`config.mk`:
```
export PLATFORM = sky130hd
export DESIGN_NAME = trig_seq_controller
export DESIGN_NICKNAME = d
export VERILOG_FILES = /design/src/rtl/trig_seq_controller.sv
export SDC_FILE = /design/constraint.sdc
export NUM_CORES = 1
export LEC_CHECK = 0
export ABC_CLOCK_PERIOD_IN_PS = 8840
export CAP_MARGIN = 20
export CORE_ASPECT_RATIO = 0.8
export CORE_MARGIN = 10
export CORE_UTILIZATION = 49
export DETAILED_ROUTE_END_ITERATION = 7
export HOLD_SLACK_MARGIN = 0.08
export PLACE_DENSITY = 0.72
export SYNTH_ARGS = -nofsm -noshare
export SYNTH_HDL_FRONTEND = slang
export SYNTH_SLANG_ARGS = --single-unit
```
`constraint.sdc`:
```
create_clock -name Clock -period 8.84 [get_ports Clock]
set_input_delay 1.326 -clock Clock [delete_from_list [all_inputs] [get_ports Clock]]
set_output_delay 1.326 -clock Clock [all_outputs]
set_load 0.1 [all_outputs]
```
`src/rtl/trig_seq_controller.sv`:
```
// trig_seq_controller
//
// Trigger sequencer. Once armed (EN=1, Mode!=00), a rising edge on Trig_In
// latches the sequence settings. It then runs delay/pulse cycles:
//   single   : one pulse, then Done.
//   burst    : Burst_Cnt pulses (0 counts as 1), then Done.
//   infinite : pulses forever; Pulse_Cnt wraps and Done never fires.
// The first pulse starts D+2 cycles after the edge-sample cycle. Pulses repeat
// with a period of W+D+1 cycles. W=0 is treated as W=1.
//
// Ports
//   Clock      : sole clock, rising edge.
//   Reset      : synchronous, active-high. Clears state, outputs and counters.
//   EN         : sequencer enable; dropping it returns to IDLE.
//   Trig_In    : trigger request (already synchronous).
//   Mode       : 00 off, 01 single, 10 burst, 11 infinite.
//   Delay_Vin  : delay before each pulse, in cycles.
//   Width_Vin  : pulse high time, in cycles.
//   Burst_Cnt  : pulses per burst.
//   Abort      : cancel the active sequence (no Done).
//   Dout       : registered trigger pulse.
//   Busy       : high while in DELAY or PULSE.
//   Done       : one-cycle strobe when a single/burst sequence completes.
//   Pulse_Cnt  : pulses issued in the current sequence.
//
// Build option
//   TRIG_RETRIGGER_EN : when defined, a trigger edge seen in DELAY or PULSE
//                       restarts the sequence with freshly latched settings.
//                       When undefined, such edges are ignored.

module trig_seq_controller #(
  parameter int DELAY_W = 34,
  parameter int CNT_W   = 16
) (
  input  logic               Clock,
  input  logic               Reset,
  input  logic               EN,
  input  logic               Trig_In,
  input  logic [1:0]         Mode,
  input  logic [DELAY_W-1:0] Delay_Vin,
  input  logic [CNT_W-1:0]   Width_Vin,
  input  logic [CNT_W-1:0]   Burst_Cnt,
  input  logic               Abort,
  output logic               Dout,
  output logic               Busy,
  output logic               Done,
  output logic [CNT_W-1:0]   Pulse_Cnt
);

  typedef enum logic [1:0] {
    S_IDLE  = 2'd0,
    S_ARMED = 2'd1,
    S_DELAY = 2'd2,
    S_PULSE = 2'd3
  } state_t;

  localparam logic [1:0] MODE_OFF    = 2'b00;
  localparam logic [1:0] MODE_SINGLE = 2'b01;
  localparam logic [1:0] MODE_BURST  = 2'b10;

  state_t state_q, state_d;

  logic               trig_q;
  logic               trig_edge;
  logic               retrig;
  logic               kill;

  logic [1:0]         mode_l;
  logic [DELAY_W-1:0] delay_l;
  logic [CNT_W-1:0]   width_l;
  logic [CNT_W-1:0]   burst_l;

  logic [DELAY_W-1:0] dcnt;
  logic [CNT_W-1:0]   wcnt;
  logic [CNT_W-1:0]   pcnt;

  logic [CNT_W-1:0]   width_m1;
  logic [CNT_W-1:0]   burst_eff;
  logic               last_pulse;

  // Sequencer actions decided by the next-state logic
  logic load_seq;
  logic reload;
  logic enter_pulse;
  logic seq_done;

  logic dout_d, busy_d, done_d;

  assign trig_edge = Trig_In & ~trig_q;
  assign kill      = Abort | ~EN;

`ifdef TRIG_RETRIGGER_EN
  assign retrig = trig_edge;
`else
  assign retrig = 1'b0;
`endif

  // Width 0 behaves as 1, so the pulse-width counter loads W-1 (floored at 0).
  assign width_m1   = (width_l == '0) ? '0 : width_l - CNT_W'(1);
  assign burst_eff  = (burst_l == '0) ? CNT_W'(1) : burst_l;
  assign last_pulse = (mode_l == MODE_SINGLE) ||
                      ((mode_l == MODE_BURST) && (pcnt == burst_eff));

  // State register
  always_ff @(posedge Clock) begin
    if (Reset) begin
      state_q <= S_IDLE;
      trig_q  <= 1'b0;
    end else begin
      state_q <= state_d;
      trig_q  <= Trig_In;
    end
  end

  // Next-state logic; Abort/EN=0 beats every other condition, including a
  // simultaneous trigger edge.
  always_comb begin
    state_d     = state_q;
    load_seq    = 1'b0;
    reload      = 1'b0;
    enter_pulse = 1'b0;
    seq_done    = 1'b0;
    if (kill) begin
      state_d = S_IDLE;
    end else begin
      case (state_q)
        S_IDLE: begin
          if (Mode != MODE_OFF) state_d = S_ARMED;
        end
        S_ARMED: begin
          if (Mode == MODE_OFF) begin
            state_d = S_IDLE;
          end else if (trig_edge) begin
            load_seq = 1'b1;
            state_d  = S_DELAY;
          end
        end
        S_DELAY: begin
          if (retrig) begin
            load_seq = 1'b1;
            state_d  = S_DELAY;
          end else if (dcnt == '0) begin
            enter_pulse = 1'b1;
            state_d     = S_PULSE;
          end
        end
        S_PULSE: begin
          if (retrig) begin
            load_seq = 1'b1;
            state_d  = S_DELAY;
          end else if (wcnt == '0) begin
            if (last_pulse) begin
              seq_done = 1'b1;
              state_d  = S_ARMED;
            end else begin
              reload  = 1'b1;
              state_d = S_DELAY;
            end
          end
        end
        default: state_d = S_IDLE;
      endcase
    end
  end

  // Output logic (registered below so the outputs track the state exactly)
  always_comb begin
    dout_d = (state_d == S_PULSE);
    busy_d = (state_d == S_DELAY) || (state_d == S_PULSE);
    done_d = seq_done;
  end

  always_ff @(posedge Clock) begin
    if (Reset) begin
      Dout <= 1'b0;
      Busy <= 1'b0;
      Done <= 1'b0;
    end else begin
      Dout <= dout_d;
      Busy <= busy_d;
      Done <= done_d;
    end
  end

  // Latched sequence settings and pulse-width counter (pure data)
  always_ff @(posedge Clock) begin
    if (load_seq) begin
      mode_l  <= Mode;
      delay_l <= Delay_Vin;
      width_l <= Width_Vin;
      burst_l <= Burst_Cnt;
    end
    if (enter_pulse) begin
      wcnt <= width_m1;
    end else if ((state_q == S_PULSE) && (wcnt != '0)) begin
      wcnt <= wcnt - CNT_W'(1);
    end
  end

  // Delay and pulse counters; Pulse_Cnt wraps naturally at all-ones.
  always_ff @(posedge Clock) begin
    if (Reset) begin
      dcnt <= '0;
      pcnt <= '0;
    end else begin
      if (load_seq) begin
        dcnt <= Delay_Vin;
      end else if (reload) begin
        dcnt <= delay_l;
      end else if ((state_q == S_DELAY) && (dcnt != '0)) begin
        dcnt <= dcnt - DELAY_W'(1);
      end
      if (load_seq) begin
        pcnt <= '0;
      end else if (enter_pulse) begin
        pcnt <= pcnt + CNT_W'(1);
      end
    end
  end

  assign Pulse_Cnt = pcnt;

endmodule

```
==> results list <==
* Hold Path Class: reg -> reg
- Leaving out fill and tap cells, the most frequent cell in the layout is sky130_fd_sc_hd__clkdlybuf4s50_1.
* Antenna viol nets, final: 0
- Area enclosed by the die boundary: 0.0193 mm^2
- Counting the buffers created by CTS gives 17.
- Synthesized instance count: between 600 and 700
- FP Rows: 38
* Max Clk Rate: 246 MHz
- At the end of routability-driven placement, the weighted congestion stood at 0.856.
- After clock tree synthesis, the setup repair step added 0 buffers.
* Static power due to leakage: 2.99 nW
* Clk_skew: 0.00720 ns
- The critical path is of the in -> reg type.
* Synthesized area: 0.00691 mm^2
* Initial core utilization: approximately 50%
- The H-tree generated during clock tree synthesis spans 4 levels.
- The repair_antennas step left the layout with diodes totalling 0.
- Insertion delay of the later-clocked pin in the worst-skew pair: 0.42 ns
* Detailed-route wire length per cell: 18.3 um
* Cell with the largest stage delay on the worst path: sky130_fd_sc_hd__o211ai_4
- Buffer levels on the longest clock path: 2
- Post-CTS repair changed the size of 0 cells.
- Data arrives at the worst endpoint at between 4 and 5 ns.
- Dpl cell area: 0.00794 mm^2
- Headroom to the max-slew limit came out at 33.4%.
* Outcome: completed
- PortBufs: a little over 90
- After detailed routing, the total wire length is 17500 um.
- The tree is rooted in a sky130_fd_sc_hd__clkbuf_16.
- Combinational logic is responsible for approximately 7.0% of the overall power.
- Sorting the synthesized cells by area gives the leading types as sky130_fd_sc_hd__edfxtp_1 37%, sky130_fd_sc_hd__dfxtp_1 16%, sky130_fd_sc_hd__xnor2_1 5.3%.
- Initial antenna violation count: 0
- The routed design could run at a clock period as short as 4.06 ns.
- Highest-count cells in the layout ignoring fill and taps: 91 x sky130_fd_sc_hd__clkdlybuf4s50_1, 84 x sky130_fd_sc_hd__edfxtp_1, 71 x sky130_fd_sc_hd__nand2_1
* P_sw: between 0.3 and 0.4 mW
- Total of flip-flops plus latches after synthesis: 140
* Final global-route overflow total: 0
- Number of nets in the synthesized netlist: 759
- Number of different library cells in the post-synthesis netlist: 58
* Most used flip-flop cell after synthesis: sky130_fd_sc_hd__edfxtp_1
- CTS tree: built
* Layout cells sized above 1: 6.71%
- Clock power share: between 40% and 50%
* Critical path capture point type: register
* Total of endpoints with negative setup slack in the final report: 0
* Worst setup SP type: input pin
- Largest fanout on the critical path: 37
- Clock tree synthesis found a total of 140 sinks.
- Maximum cell stage delay along the critical path: 0.48 ns
- Switching part of the total: between 20% and 30%
* Max-slew violation count: 0
* Clock slew at the register clock pins of the worst setup and hold paths: 0.06 ns
- After synthesis, the share of flip-flops with an asynchronous set or reset is 0%.
* CP Cell Sequence: clkdlybuf4s50_1, nor2b_1, nand3_1, or4_1, or2_0, buf_4, o211ai_4, buf_4, nor2_1, nor4_1
- Warning count from the yosys run: 0
- The detailed router placed 5596 vias in this run.
- Slew at the pin closest to its max-slew limit: 0.996 ns
- Iteration-0 DRC count of the detailed router: around 540
- In the routed design, unresolved DRC markers number 0.
* Int Power: 1.19 mW
- Vertical die dimension: approximately 130 um
- Global-route usage over all layers: 17.9%
* Number of search-and-repair iterations in the first detailed-routing pass: 5
- Total non-filler cell area in the finished layout: 0.00854 mm^2
- In the final design database the tool counted 839 nets.
- Number of max-cap violations: 0
- Hold Vio Cnt, Final: 0
- For the worst setup path, the data required time is 9.16 ns.
- The number of global-route vias before repair was 5587.
* Chip width: 153 um
- First-pass GRT wire length: between 20000 and 30000 um
- In the routed layout, each cell is associated on average with a via count of 5.86.
- VDD sags by at most 0.000133 V.
* Core footprint: roughly 0.014 mm^2
- Final Power: about 1.5 mW
* Sequential share of the synthesized area: 52.8%
* Cts hold-fix bufs: 0
- Detailed-placement wirelength estimate: roughly 12000 um
- After routing, the total negative slack on setup checks comes to 0 ns.
- Pin count of the biggest net entering global routing: 56
- The biggest area contributor in the post-synthesis netlist is sky130_fd_sc_hd__edfxtp_1.
- P&R area growth vs syn: 23.7%
* I/O pin count: 92
- Relative contribution of sequential cells to total power: 45.9%
- Unrepaired setup endpoints after global routing: no
* Proportion of netlist area held by the largest area contributor: 36.5%
* Share of the clock period used by the worst path after layout: 46.0%
- Dividing total power by cell area gives a power density of 178 mW/mm^2.
- Number of flops mapped to enable cells by yosys: 84
- The most numerous cell type found on the critical path is sky130_fd_sc_hd__buf_4.
- Average cell area after synthesis: 10.1 um^2
[registers in the layout (all words and copies together) (netlist names), 2 cells and up]
name	flops
wcnt	16
burst_l	16
Pulse_Cnt	16
dcnt	34
state_q	2
width_l	16
mode_l	2
delay_l	34
[critical path, delay by kind of cell]
family	cells	cell delay, ns
compound gates	1	0.48
buf+inv	3	1.11
simple gates	6	1.45
[routing by layer]
layer / global-route usage, % / wire, um / up-vias
li1: - / - / 2695
met1: 23.6 / 7980 / 2668
met2: 27.8 / 7940 / 206
met3: 4.49 / 1230 / 27
met4: 7.17 / 320 / 0
met5: 0 / 0 / -
[final timing paths]
kind,start,end,slack (ns),depth (start not counted)
setup / recovery,EN,dcnt[17]$_SDFFE_PP0P_,4.78,10
hold / removal,dcnt[16]$_SDFFE_PP0P_,dcnt[16]$_SDFFE_PP0P_,0.56,2
hold reg to reg,dcnt[16]$_SDFFE_PP0P_,dcnt[16]$_SDFFE_PP0P_,0.56,2
setup reg to reg,dcnt[0]$_SDFFE_PP0P_,wcnt[13]$_DFFE_PP_,5.06,7
[power groups by stage]
stage / clock network (mW) / logic (mW) / registers [mW]
finish: 0.715 / 0.106 / 0.695
global route: 0.752 / 0.116 / 0.695
CTS: 0.723 / 0.106 / 0.695
detailed placement: 0 / 0.105 / 0.709
global placement: 0 / 0.101 / 0.709
floorplan: 0 / 0.0568 / 0.709
[synthesized netlist by cell type, types with 3 or more instances]
master                     count
sky130_fd_sc_hd__edfxtp_1     84
sky130_fd_sc_hd__nand2_1      71
sky130_fd_sc_hd__o21ai_0      64
sky130_fd_sc_hd__dfxtp_1      56
sky130_fd_sc_hd__nor2_1       55
sky130_fd_sc_hd__xnor2_1      42
sky130_fd_sc_hd__xor2_1       39
sky130_fd_sc_hd__nor3_1       29
sky130_fd_sc_hd__a31oi_1      25
sky130_fd_sc_hd__clkbuf_1     24
sky130_fd_sc_hd__o211ai_1     22
sky130_fd_sc_hd__nor4_1       19
sky130_fd_sc_hd__nand4_1      18
sky130_fd_sc_hd__a21oi_1      15
sky130_fd_sc_hd__nand3_1      12
sky130_fd_sc_hd__or3_1        10
sky130_fd_sc_hd__inv_1         9
sky130_fd_sc_hd__nor2b_1       7
sky130_fd_sc_hd__or4_1         7
sky130_fd_sc_hd__buf_2         6
sky130_fd_sc_hd__and3_1        5
sky130_fd_sc_hd__o221ai_1      5
sky130_fd_sc_hd__ha_1          4
sky130_fd_sc_hd__nand2b_1      4
sky130_fd_sc_hd__and2_1        3
sky130_fd_sc_hd__nand3b_1      3
sky130_fd_sc_hd__nor3b_1       3
sky130_fd_sc_hd__o22ai_1       3
[cell families after synthesis]
kind of cell / count (synthesis) / synth area share [%]
flops: 140 / 52.8
compound gates: 147 / 13.1
buf+inv: 45 / 2.77
xor+xnor: 81 / 10.3
mux: 1 / 0.145
simple gates: 264 / 20.2
fa+ha+maj: 4 / 0.725
[stage by stage]
step	hold WS, ns	instances	setup slack, ns	utilization (%)
2_1_floorplan	0.512	682	4.32	-
6_report	0.565	955	4.78	62.4
3_3_place_gp	0.525	923	4.47	58.0
5_1_grt	0.583	955	4.57	62.4
4_1_cts	0.564	955	4.79	62.4
3_5_place_dp	0.541	923	4.37	58.0
[cell type report]
type                            instances  area (um^2)
Timing Repair Buffer                   96          948
Clock inverter                          8         75.1
Inverter                               10         38.8
Clock buffer                           24          524
Sequential cell                       140         3640
Multi-Input combinational cell        497         3090
Tap cell                              180          225
Fill cell                            1097         5150
No activity file was read; power rests on OpenSTA's default activity.
